--- config.mk ---
export PLATFORM = sky130hd
export DESIGN_NAME = store_unit_flat
export DESIGN_NICKNAME = d
export VERILOG_FILES = /design/src/rtl/store_unit_if.sv /design/src/rtl/store_unit.sv /design/src/flat_wrapper.sv
export SDC_FILE = /design/constraint.sdc
export NUM_CORES = 1
export LEC_CHECK = 0
export ABC_CLOCK_PERIOD_IN_PS = 2330
export CAP_MARGIN = 20
export CORE_MARGIN = 2
export CORE_UTILIZATION = 42
export CTS_CLUSTER_SIZE = 25
export DETAILED_ROUTE_END_ITERATION = 8
export PLACE_DENSITY = 0.77
export SLEW_MARGIN = 5
export SYNTH_ARGS = -nofsm -noshare
export SYNTH_HDL_FRONTEND = slang
export SYNTH_SLANG_ARGS = --single-unit
--- constraint.sdc ---
create_clock -name clk -period 2.33 [get_ports clk]
set_input_delay 0.466 -clock clk [delete_from_list [all_inputs] [get_ports clk]]
set_output_delay 0.466 -clock clk [all_outputs]
set_load 0.01 [all_outputs]
--- src/rtl/store_unit_if.sv ---
`default_nettype none
// ============================================================================
//  Module      : store_unit_if
//  Description : Request, memory-write and status bundle of the store unit.
//                The slave side is the store unit itself; the master side is
//                the pipeline/memory environment driving it.
//  Revision    : 1.0 - initial release
// ============================================================================
interface store_unit_if;
  logic        start;
  logic [6:0]  opcode;
  logic [2:0]  funct3;
  logic [11:0] imm;
  logic [31:0] in1;
  logic [31:0] in2;
  logic        busy;
  logic [31:0] d_addr;
  logic [31:0] d_wdata;
  logic [3:0]  d_be;
  logic        d_we;
  logic        d_ack;
  logic        done;
  logic        err;
  logic [1:0]  err_cause;

  modport slave (
    input  start, opcode, funct3, imm, in1, in2, d_ack,
    output busy, d_addr, d_wdata, d_be, d_we, done, err, err_cause
  );

  modport master (
    output start, opcode, funct3, imm, in1, in2, d_ack,
    input  busy, d_addr, d_wdata, d_be, d_we, done, err, err_cause
  );
endinterface
`default_nettype wire

--- src/rtl/store_unit.sv ---
`default_nettype none
// ============================================================================
//  Module      : store_unit
//  Description : Executes SB/SH/SW stores: computes the effective address,
//                checks width and alignment, issues one lane-replicated word
//                write and waits for the acknowledge with a bounded timeout.
//  Revision    : 1.0 - initial release
// ============================================================================
module store_unit #(
  parameter int unsigned TIMEOUT = 255
) (
  input  logic         clk,
  input  logic         rst,
  store_unit_if.slave  bus
);

  localparam logic [6:0] c_OP_STORE  = 7'b0100011;

  localparam logic [1:0] c_IDLE      = 2'd0;
  localparam logic [1:0] c_WRITE     = 2'd1;
  localparam logic [1:0] c_DONE      = 2'd2;
  localparam logic [1:0] c_ERR       = 2'd3;

  localparam logic [1:0] c_CAUSE_MIS = 2'b01;
  localparam logic [1:0] c_CAUSE_ILL = 2'b10;
  localparam logic [1:0] c_CAUSE_TMO = 2'b11;

  // Last wait count before giving up; d_we is then high for TIMEOUT cycles.
  localparam logic [7:0] c_TMO_LAST  = 8'(TIMEOUT - 1);

  logic [1:0]  state_q, state_d;
  logic [7:0]  cnt_q,   cnt_d;
  logic [1:0]  cause_q, cause_d;
  logic [31:0] addr_q,  addr_d;
  logic [31:0] wdata_q, wdata_d;
  logic [3:0]  be_q,    be_d;

  logic [31:0] w_ea;
  logic [31:0] w_wdata;
  logic [3:0]  w_be;
  logic        w_legal;
  logic        w_misal;

  // Effective address wraps modulo 2^32 with the sign-extended offset.
  assign w_ea = bus.in1 + {{20{bus.imm[11]}}, bus.imm};

  // Width decode: lane replication, byte enables, legality and alignment.
  always_comb begin
    w_wdata = bus.in2;
    w_be    = 4'b0000;
    w_legal = 1'b1;
    w_misal = 1'b0;
    case (bus.funct3)
      3'b000: begin
        w_wdata = {4{bus.in2[7:0]}};
        w_be    = 4'b0001 << w_ea[1:0];
      end
      3'b001: begin
        w_wdata = {2{bus.in2[15:0]}};
        w_be    = 4'b0011 << w_ea[1:0];
        w_misal = w_ea[0];
      end
      3'b010: begin
        w_wdata = bus.in2;
        w_be    = 4'b1111;
        w_misal = |w_ea[1:0];
      end
      default: w_legal = 1'b0;
    endcase
  end

  // Next-state logic; bus registers only change when a write is launched.
  always_comb begin
    state_d = state_q;
    cnt_d   = cnt_q;
    cause_d = cause_q;
    addr_d  = addr_q;
    wdata_d = wdata_q;
    be_d    = be_q;
    case (state_q)
      c_IDLE: begin
        if (bus.start && (bus.opcode == c_OP_STORE)) begin
          if (!w_legal) begin
            state_d = c_ERR;
            cause_d = c_CAUSE_ILL;
          end else if (w_misal) begin
            state_d = c_ERR;
            cause_d = c_CAUSE_MIS;
          end else begin
            state_d = c_WRITE;
            cnt_d   = 8'd0;
            addr_d  = {w_ea[31:2], 2'b00};
            wdata_d = w_wdata;
            be_d    = w_be;
          end
        end
      end
      c_WRITE: begin
        // Acknowledge takes priority over an expiring wait counter.
        if (bus.d_ack) begin
          state_d = c_DONE;
        end else if (cnt_q == c_TMO_LAST) begin
          state_d = c_ERR;
          cause_d = c_CAUSE_TMO;
        end else begin
          cnt_d = cnt_q + 8'd1;
        end
      end
      default: state_d = c_IDLE;
    endcase
  end

  // State and datapath registers with asynchronous clear.
  always_ff @(posedge clk or posedge rst) begin
    if (rst) begin
      state_q <= c_IDLE;
      cnt_q   <= 8'd0;
      cause_q <= 2'b00;
      addr_q  <= 32'd0;
      wdata_q <= 32'd0;
      be_q    <= 4'd0;
    end else begin
      state_q <= state_d;
      cnt_q   <= cnt_d;
      cause_q <= cause_d;
      addr_q  <= addr_d;
      wdata_q <= wdata_d;
      be_q    <= be_d;
    end
  end

  // Status outputs decode directly from state so reset clears them at once.
  assign bus.busy      = (state_q != c_IDLE);
  assign bus.d_we      = (state_q == c_WRITE);
  assign bus.done      = (state_q == c_DONE);
  assign bus.err       = (state_q == c_ERR);
  assign bus.err_cause = (state_q == c_ERR) ? cause_q : 2'b00;
  assign bus.d_addr    = addr_q;
  assign bus.d_wdata   = wdata_q;
  assign bus.d_be      = be_q;

endmodule
`default_nettype wire

--- src/flat_wrapper.sv ---
// flat-port wrapper written by rule: the top's interface ports become plain ports
module store_unit_flat 
#(
  parameter int unsigned TIMEOUT = 255
)
  (clk, rst, bus_start, bus_opcode, bus_funct3, bus_imm, bus_in1, bus_in2, bus_d_ack, bus_busy, bus_d_addr, bus_d_wdata, bus_d_be, bus_d_we, bus_done, bus_err, bus_err_cause);
  store_unit_if bus_i ();
  input  logic clk;
  input  logic rst;
  input wire logic [$bits(bus_i.start)-1:0] bus_start;
  input wire logic [$bits(bus_i.opcode)-1:0] bus_opcode;
  input wire logic [$bits(bus_i.funct3)-1:0] bus_funct3;
  input wire logic [$bits(bus_i.imm)-1:0] bus_imm;
  input wire logic [$bits(bus_i.in1)-1:0] bus_in1;
  input wire logic [$bits(bus_i.in2)-1:0] bus_in2;
  input wire logic [$bits(bus_i.d_ack)-1:0] bus_d_ack;
  output wire logic [$bits(bus_i.busy)-1:0] bus_busy;
  output wire logic [$bits(bus_i.d_addr)-1:0] bus_d_addr;
  output wire logic [$bits(bus_i.d_wdata)-1:0] bus_d_wdata;
  output wire logic [$bits(bus_i.d_be)-1:0] bus_d_be;
  output wire logic [$bits(bus_i.d_we)-1:0] bus_d_we;
  output wire logic [$bits(bus_i.done)-1:0] bus_done;
  output wire logic [$bits(bus_i.err)-1:0] bus_err;
  output wire logic [$bits(bus_i.err_cause)-1:0] bus_err_cause;
  assign bus_i.start = bus_start;
  assign bus_i.opcode = bus_opcode;
  assign bus_i.funct3 = bus_funct3;
  assign bus_i.imm = bus_imm;
  assign bus_i.in1 = bus_in1;
  assign bus_i.in2 = bus_in2;
  assign bus_i.d_ack = bus_d_ack;
  assign bus_busy = bus_i.busy;
  assign bus_d_addr = bus_i.d_addr;
  assign bus_d_wdata = bus_i.d_wdata;
  assign bus_d_be = bus_i.d_be;
  assign bus_d_we = bus_i.d_we;
  assign bus_done = bus_i.done;
  assign bus_err = bus_i.err;
  assign bus_err_cause = bus_i.err_cause;
  store_unit #(.TIMEOUT(TIMEOUT)) u_core (.clk(clk), .rst(rst), .bus(bus_i));
endmodule
==> results.md, run 1 <==
* I/O pins at 164
* CTS H-tree lvls at 3
* Combinational share of power at 29.7%
* Pint at 3.207 mW
* Vias in the first global route at 5537
* # diodes at 0
* Largest cells by area after synthesis: dfrtp_1, ha_1, nand2_1
* Clock slew at reported path FFs at 0.06 ns
* RePlAce Congestion at 0.8599
* Fmax at 0.4197 GHz
* Hold crit path type: flop to flop
* GR met3 Demand/Resource at 5.303%
* PwrDens at 519.3 mW/mm2
* Antenna violations before repair at 0
* Warnings from Yosys at 0
* Post-synthesis cell count at 580
* Most frequent cell after synthesis: nand2_1
* RSZ-0062 raised after global routing: yes
* Layout cell share with drive strength beyond 1 at 27.78%
* Die Y at 113.3 um
* Post-route core utilization at 74.32%
* Largest net degree at the start of global routing at 79
* Worst-case clock buffer depth at 2
* Die area at 0.01283 mm2
* Sink Count at 78
* Worst EP arrival at 2.60 ns
* Dpl hpwl at 12230 um
* Vias/cell at 5.534
* Net Sw Power at 1.237 mW
* Critical Path Source Type: input port
* Max Cap Viol at 0
* Clock power share at 37.6%
* Final period util at 102.3%
* WL/cell at 17.89 um
* Clock skew at 0.008031 ns
* CP required at 2.55 ns
* Root buffer cell: clkbuf_16
* Final hold vios at 0
* Minimum clock period at 2.383 ns
* Antenna violation net count after detailed routing at 0
* Final worst setup slack at -0.05266 ns
* Mapped Area at 0.005016 mm2
* Final setup fails at 2
* Num rows at 39
* Global Route met2 Usage at 47.74%
* Part of the power in registers at 32.7%
* Worst reg-to-reg setup slack at 0.27 ns
* DRT Pass-1 Iters at 8
* Busiest grt layer: met2
* Final nets at 983
* Synthesized area per cell at 8.648 um2
* Post-synthesis sequential area ratio at 38.91%
* Flops & latches, synth at 78
* Outcome: finished with violations
* Violated checks: negative setup slack
* Area grow syn2layout at 70.62%
* Leakage at 3.869 nW
* Yosys top cell area share at 38.91%
* Total track usage at 26.26%
* Initial Util at 43.56%
* Routed WL at 18020 um
* First-pass GRT wire length at 26740 um
* CORE AREA at 0.01152 mm2
* Met1 Resource Use GR at 30.23%
* Initial drt markers at 505
* DRC viols at 0
* Post-synth top area cell: dfrtp_1
* CTS tree: built
* Netlist cell types at 58
* Synth top cells by count: nand2_1, dfrtp_1, a21oi_1, o21ai_0, nor2_1
* Final Max Slew Viols at 0
* Setup TNS at -0.06585 ns
* GRT overflow at 0
* Dominant synthesized flop cell: dfrtp_1
* Async SR Flop Fraction at 100.0%
* CTS buffer count at 9
* Clk_lat worst skew at 0.35 ns
* Hold buffers post-CTS at 0
* Post-synth EDFFs at 0
* Kind of critical path: input port to flop
* Crit-path max FO at 2
* Floorplan die width at 113.3 um
* Sw Share at 27.84%
* Port bufs at 161
* CP Capture Type: flop
* Total power draw at 4.444 mW
* VDD IR max at 0.0005649 V
* DR vias at 5573
power by group through the flow:
stage	clock (mW)	sequential, mW	combinational [mW]
after detailed placement	0	1.48	1.12
after global placement	0	1.47	1.10
final	1.67	1.45	1.32
after floorplan	0	1.49	0.515
after CTS	1.71	1.45	1.21
after global routing	1.76	1.46	1.42
stage by stage:
step	cell area, um2	setup WS [ns]	instances	hold slack [ns]
floorplan	5152	-0.04341	581	0.4618
detailed placement	7685	-0.8056	969	0.4661
finish	8558	-0.05266	1007	0.4816
global route	8558	-0.1660	1007	0.5177
CTS	8343	-0.01277	998	0.4819
global placement	7685	-0.7496	969	0.4612
critical path, stage by stage:
cell and delay [ns]:
buf_6 0.10, ha_4 0.15, fa_2 0.37, a211oi_4 0.26, o21ai_2 0.11, a21oi_2 0.20
buf_4 0.14, buf_4 0.09, nand2_1 0.08, a21o_1 0.19, a21oi_1 0.19, xor2_1 0.16
o21ai_0 0.10
registers in the layout, summed over array words and instances (netlist names):
signal              flops
u_core.bus.d_addr      30
u_core.bus.d_wdata     32
u_core.state_q          2
u_core.bus.d_be         4
u_core.cnt_q            8
u_core.cause_q          2
logic make-up (layout without fill, tap and decap cells):
kind of cell,Yosys count,in the layout,synth area share (%)
AOI/OAI and AO/OA,175,175,21.20
xor gates and xnor gates,28,28,4.889
adders and majority gates,34,34,8.631
buffers and inverters,39,322,3.168
DFF,78,78,38.91
muxes,28,28,5.662
other,1,2,0.07476
and+or+nand+nor,197,197,17.46
final cells by class:
cell class / instances / area [um2]
repair buffers: 294 / 2653
well taps: 143 / 178.9
inverters: 12 / 48.80
multi-input cells: 464 / 3371
flip-flops and latches: 78 / 1952
clock buffers: 10 / 239.0
fillers: 798 / 2958
clock inverters: 6 / 116.4
placed cells by master, fill, tap and decap left out, drive strengths merged, types with 7 or more instances in the layout:
cell | synthesis | final
a21o | 13 | 13
dfrtp | 78 | 78
o31ai | 7 | 7
xnor2 | 11 | 11
ha | 33 | 33
nor2 | 49 | 49
o21a | 7 | 7
mux2i | 25 | 25
o21ai | 58 | 58
a21oi | 55 | 55
nand2 | 97 | 97
clkbuf | 18 | 20
nand4 | 10 | 10
a211oi | 7 | 7
clkdlybuf4s50 | 0 | 130
inv | 12 | 12
buf | 9 | 141
xor2 | 17 | 17
final timing paths:
kind / start / to / depth (start not counted)
max: bus_imm[0] / u_core.bus.d_addr[12] / 13
min: u_core.bus.d_addr[29] / u_core.bus.d_addr[29] / 2
max reg2reg: u_core.cnt_q[2] / u_core.cnt_q[6] / 8
min reg2reg: u_core.bus.d_addr[29] / u_core.bus.d_addr[29] / 2
max in group asynchronous: rst / u_core.cnt_q[0] / 3
min in group asynchronous: rst / u_core.bus.d_wdata[0] / 3
metal layers:
layer	wire, um	up-vias
li1	-	2623
met1	6927	2629
met2	9362	264
met3	1153	57
met4	575	0
met5	0	-
repair_timing:
action,CTS,global route
pin swaps,30,35
endpoints found under the setup margin,77,38
gates cloned,1,1
buffers inserted,12,8
resized for setup,99,54
Note: power is estimated with default switching activity, not from simulation.
==> run 2, diff against run 1 <==
CORE_UTILIZATION = 25   (was 42)
CTS_CLUSTER_SIZE = default   (was 25)
PLACE_DENSITY = default   (was 0.77)
==> run 2 against run 1 <==
Compared with the run above:
- the run now ends clean
- clock power is 15% lower
- non-clock buffer count is 10 lower
- sequential share of layout area fell by 0.29 points
- total power is 6.4% lower
- count of clock-buffer cells in the layout rose by 3
- routed wire length decreased by 9.4%
- sequential power is essentially flat
- critical endpoint is now u_core.bus.d_addr[26]
- global-route usage decreased by 11 points
- die area is 65% higher
- via count fell by 8.1%
- highest routed layer unchanged
==> results.md, run 2 (synthesized netlist as in run 1, its figures left out) <==
* Outcome: finished clean
* # diodes at 0
* WL/cell at 14.58 um
* RePlAce Congestion at 0.8661
* Vias in the first global route at 5358
* Final Instance Count excl. Fillers at 1119
* CP Capture Type: flop
* Vias/cell at 4.579
* Routed WL at 16320 um
* Fin area at 0.008678 mm2
* Die area at 0.02121 mm2
* Final nets at 973
* Sink Count at 78
* Post-route core utilization at 44.30%
* GRT overflow at 0
* PwrDens at 479.5 mW/mm2
* Area grow syn2layout at 73.01%
* Worst-case clock buffer depth at 2
* Clock skew at 0.005329 ns
* Final setup fails at 0
* DP Area at 0.007828 mm2
* Max Cap Viol at 0
* CTS buffer count at 9
* Busiest grt layer: met2
* Met1 Resource Use GR at 19.53%
* Root buffer cell: clkbuf_16
* Leakage at 3.801 nW
* VDD IR max at 0.0003397 V
* CTS H-tree lvls at 3
* Die Y at 145.7 um
* Commonest non-fill, non-tap cell in the layout: clkdlybuf4s50_1
* Antenna violation net count after detailed routing at 0
* Antenna violations before repair at 0
* Placed insts at 1088
* Hold crit path type: input port to asynchronous set/reset pin
* Crit Reg-Reg Endpoint: u_core.cnt_q[5]
* Critical Path Source Type: input port
* Hold_ws at 0.4128 ns
* Initial drt markers at 173
* Kind of critical path: input port to flop
* CTS tree: built
* Total track usage at 15.37%
* Layout cell share with drive strength beyond 1 at 27.75%
* DRT Pass-1 Iters at 6
* Dpl hpwl at 12320 um
* Worst Reg-to-Reg Cells at 8
* First-pass GRT wire length at 26720 um
* Worst reg-to-reg setup slack at 0.38 ns
* RSZ-0062 raised after global routing: yes
* Clock slew at reported path FFs at 0.06 ns
* Critical path startpoint: bus_in1[0]
* Max reg flops at 32
* Global Route met2 Usage at 26.92%
* Final hold vios at 0
* CORE AREA at 0.01959 mm2
* GR met3 Demand/Resource at 2.508%
* Clk_lat worst skew at 0.34 ns
* DRC viols at 0
* Initial Util at 25.61%
* Port bufs at 161
* DR vias at 5124
* Most frequent cells in the layout: clkdlybuf4s50_1, buf_4, nand2_1
* Minimum clock period at 2.321 ns
* I/O pins at 164
* Floorplan die width at 145.7 um
* Critical R2R Launch: u_core.cnt_q[3]
* Largest net degree at the start of global routing at 44
* Critical path endpoint: u_core.bus.d_addr[26]
* Worst EP arrival at 2.60 ns
* Fmax at 0.4308 GHz
* Num rows at 51
* Setup TNS at 0 ns
* CP required at 2.61 ns
* Final period util at 99.64%
* Final Max Slew Viols at 0
* Crit-path max FO at 8
run 2: changes by cell type in the layout (fill, tap and decap cells not counted), moves of 3 or more:
cell      delta
o21ai_0      -3
buf_4       -12
clkbuf_2     -4
o21ai_1      +3
clkbuf_1     +3
buf_2        +7
run 2: repair_timing:
action,4_1_cts,5_1_grt
hold buffers,0,0
resized for setup,110,63
endpoints found under the setup margin,77,31
cloned,1,0
setup buffers,11,3
pin swaps,34,33
run 2: critical path: stages:
cell,delay [ns]
buf_6,0.10
ha_4,0.16
fa_2,0.46
o21a_1,0.20
o22a_1,0.21
nor3_4,0.20
buf_4,0.15
nand2_4,0.13
or4_1,0.43
nand3_1,0.09
run 2: worst min-delay path by stage:
stage	from	end	slack (ns)	cells after the start
after floorplan	u_core.cause_q[0]	u_core.cause_q[0]	0.46	1
after global placement	u_core.bus.d_wdata[4]	u_core.bus.d_wdata[4]	0.46	2
after detailed placement	u_core.bus.d_wdata[0]	u_core.bus.d_wdata[0]	0.47	2
after CTS	rst	u_core.bus.d_wdata[0]	0.40	2
after global routing	rst	u_core.bus.d_wdata[17]	0.41	2
final	rst	u_core.bus.d_wdata[17]	0.41	2
run 2: area by class of cell:
type | instances | area [um2]
tap | 265 | 331.6
fill | 1927 | 10910
timing repair buffer | 284 | 2556
sequential | 78 | 1954
inverter | 12 | 48.80
clock inverter | 3 | 43.79
multi-input combinational | 464 | 3493
clock buffer | 13 | 250.2
run 2: through the flow:
step           power (mW)  setup WS [ns]
2_1_floorplan       2.002       -0.04341
3_3_place_gp        2.592        -0.7630
3_5_place_dp        2.602        -0.8088
4_1_cts             4.140       0.001099
5_1_grt             4.397       -0.07865
6_report            4.161       0.008501
run 2: metal layers:
metal	vias to the layer above	wire length, um
li1	2597	-
met1	2411	7481
met2	106	8151
met3	10	495
met4	0	192
met5	-	0
run 2: power breakdown:
group          internal [mW]  total (mW)  switching [mW]
combinational          0.714        1.29           0.581
clock                  0.861        1.42           0.559
sequential              1.41        1.45          0.0359
total                   2.99        4.16            1.18
==> run 3, diff against run 2 <==
REMOVE_ABC_BUFFERS = 1   (was default)
==> run 3 against run 2 <==
Compared with the run above:
- non-clock buffer count shrank 7
- hold slack gained 0.057 ns
- combinational power shrank 5%
- clock skew grew 0.0020 ns
- die area is the same
- worst setup slack gained 0.0039 ns
- via count shrank 0.84%
- cell count shrank 0.71%
- count of clock-buffer cells in the layout shrank 2
==> results.md, run 3 (synthesized netlist as in run 1, its figures left out) <==
* Initial drt markers at 204
* Total track usage at 15.46%
* Setup TNS at 0 ns
* Max reg flops at 32
* Routed WL at 16530 um
* CTS buffer count at 9
* Most frequent cells in the layout: clkdlybuf4s50_1, buf_4, nand2_1
* Commonest non-fill, non-tap cell in the layout: clkdlybuf4s50_1
* Largest net degree at the start of global routing at 79
* Clock slew at reported path FFs at 0.06 ns
* Worst Reg-to-Reg Cells at 9
* Sw Share at 26.92%
* CTS H-tree lvls at 3
* CP required at 2.60 ns
* Area grow syn2layout at 71.04%
* CORE AREA at 0.01959 mm2
* Final period util at 99.47%
* Final hold vios at 0
* Net Sw Power at 1.161 mW
* Vias in the first global route at 5172
* Vias/cell at 4.573
* Leakage at 3.808 nW
* PwrDens at 502.7 mW/mm2
* DR vias at 5081
* Sink Count at 78
* Max Cap Viol at 0
* Fmax at 0.4315 GHz
* Final nets at 966
* Critical Path Source Type: input port
* Hold crit path type: flop to flop
* First-pass GRT wire length at 26480 um
* Floorplan die width at 145.7 um
* Outcome: finished clean
* Clock skew at 0.007358 ns
* # diodes at 0
* Clk_lat worst skew at 0.34 ns
* Final Instance Count excl. Fillers at 1111
* Crit-path max FO at 5
* DRT Pass-1 Iters at 4
* Part of the power in registers at 33.5%
* Initial Util at 25.61%
* Hold buffers post-CTS at 0
* Num rows at 51
* Kind of critical path: input port to flop
* Antenna violation net count after detailed routing at 0
* Root buffer cell: clkbuf_16
* Placed insts at 1086
* RePlAce Congestion at 0.8294
* Hold path depth at 2
* Die area at 0.02121 mm2
* VDD IR max at 0.0003134 V
* Minimum clock period at 2.318 ns
* Combinational share of power at 28.4%
* CTS tree: built
* Antenna violations before repair at 0
* Port bufs at 161
* DRC viols at 0
* Pint at 3.152 mW
* RSZ-0062 raised after global routing: yes
* CP Capture Type: flop
* GRT overflow at 0
* Worst EP arrival at 2.59 ns
* Final setup fails at 0
* I/O pins at 164
* Clock power share at 38.1%
* WL/cell at 14.88 um
* Layout cell share with drive strength beyond 1 at 26.12%
* DP Area at 0.007695 mm2
* Final Max Slew Viols at 0
* Die Y at 145.7 um
* Worst-case clock buffer depth at 2
* Fin area at 0.008579 mm2
* Dpl hpwl at 12100 um
[run 3: cell types whose count changed in the layout (fill, tap and decap cells not counted), moves of 3 or more]
cell             before  now
clkdlybuf4s15_1       4    1
buf_2                12   15
o21ai_0              43   52
o21ai_1              10    3
a21oi_1              43   46
clkbuf_2              4    0
buf_4               111  107
[run 3: path summary, 6_finish.rpt]
kind / startpoint / end / slack (ns)
worst max-delay path: bus_in1[0] / u_core.bus.d_addr[27] / 0.01
worst min-delay path: u_core.bus.d_wdata[7] / u_core.bus.d_wdata[7] / 0.47
worst max register to register: u_core.cnt_q[2] / u_core.cnt_q[3] / 0.41
worst min register to register: u_core.bus.d_wdata[7] / u_core.bus.d_wdata[7] / 0.47
max in group asynchronous: rst / u_core.state_q[0] / 1.39
min in group asynchronous: rst / u_core.bus.d_wdata[20] / 0.53
[run 3: final cells by class]
cell class                      count  area, um2
Fill cell                        1918      11010
Multi-Input combinational cell    464       3385
Timing Repair Buffer              277       2525
Sequential cell                    78       1954
Tap cell                          265      331.6
Clock buffer                       11      242.7
Clock inverter                      4      95.09
Inverter                           12      46.29
[run 3: repair_timing]
item,in CTS,in global routing
gates cloned,2,0
pin swaps,34,25
endpoints found under the hold margin,0,0
resized for setup,126,43
setup buffers,3,5
endpoints found under the setup margin,77,60
[run 3: worst max-delay path: stages]
cell and delay, ns:
buf_6 0.10, ha_4 0.16, fa_2 0.44, o21a_1 0.19, o22a_1 0.22, buf_6 0.13
nor4_4 0.28, buf_6 0.18, nand2_1 0.05, or3_1 0.30, nand3_1 0.07
[run 3: power groups by stage]
| stage | clock network, mW | logic [mW] | registers [mW] |
|---|---|---|---|
| 2_1_floorplan | 0 | 0.485 | 1.49 |
| 3_3_place_gp | 0 | 1.10 | 1.47 |
| 3_5_place_dp | 0 | 1.10 | 1.47 |
| 4_1_cts | 1.70 | 1.16 | 1.45 |
| 5_1_grt | 1.75 | 1.34 | 1.45 |
| 6_report | 1.64 | 1.22 | 1.45 |
[run 3: metrics by stage]
stage / setup slack, ns / utilization (%) / hold slack, ns / power [mW]
5_1_grt: -0.08391 / 43.80 / 0.5003 / 4.548
3_5_place_dp: -0.8411 / 39.28 / 0.4616 / 2.570
3_3_place_gp: -0.8669 / 39.28 / 0.4593 / 2.564
6_report: 0.01243 / 43.80 / 0.4700 / 4.313
2_1_floorplan: -3.828 / - / 0.4618 / 1.973
4_1_cts: -0.04408 / 42.53 / 0.4775 / 4.308
[run 3: metal layers]
| metal | up-vias | track usage (%) | wire, um |
|---|---|---|---|
| met5 | - | 0 | 0 |
| li1 | 2586 | - | - |
| met3 | 11 | 2.790 | 561 |
| met4 | 0 | 3.873 | 150 |
| met1 | 2389 | 19.89 | 7589 |
| met2 | 95 | 26.85 | 8229 |
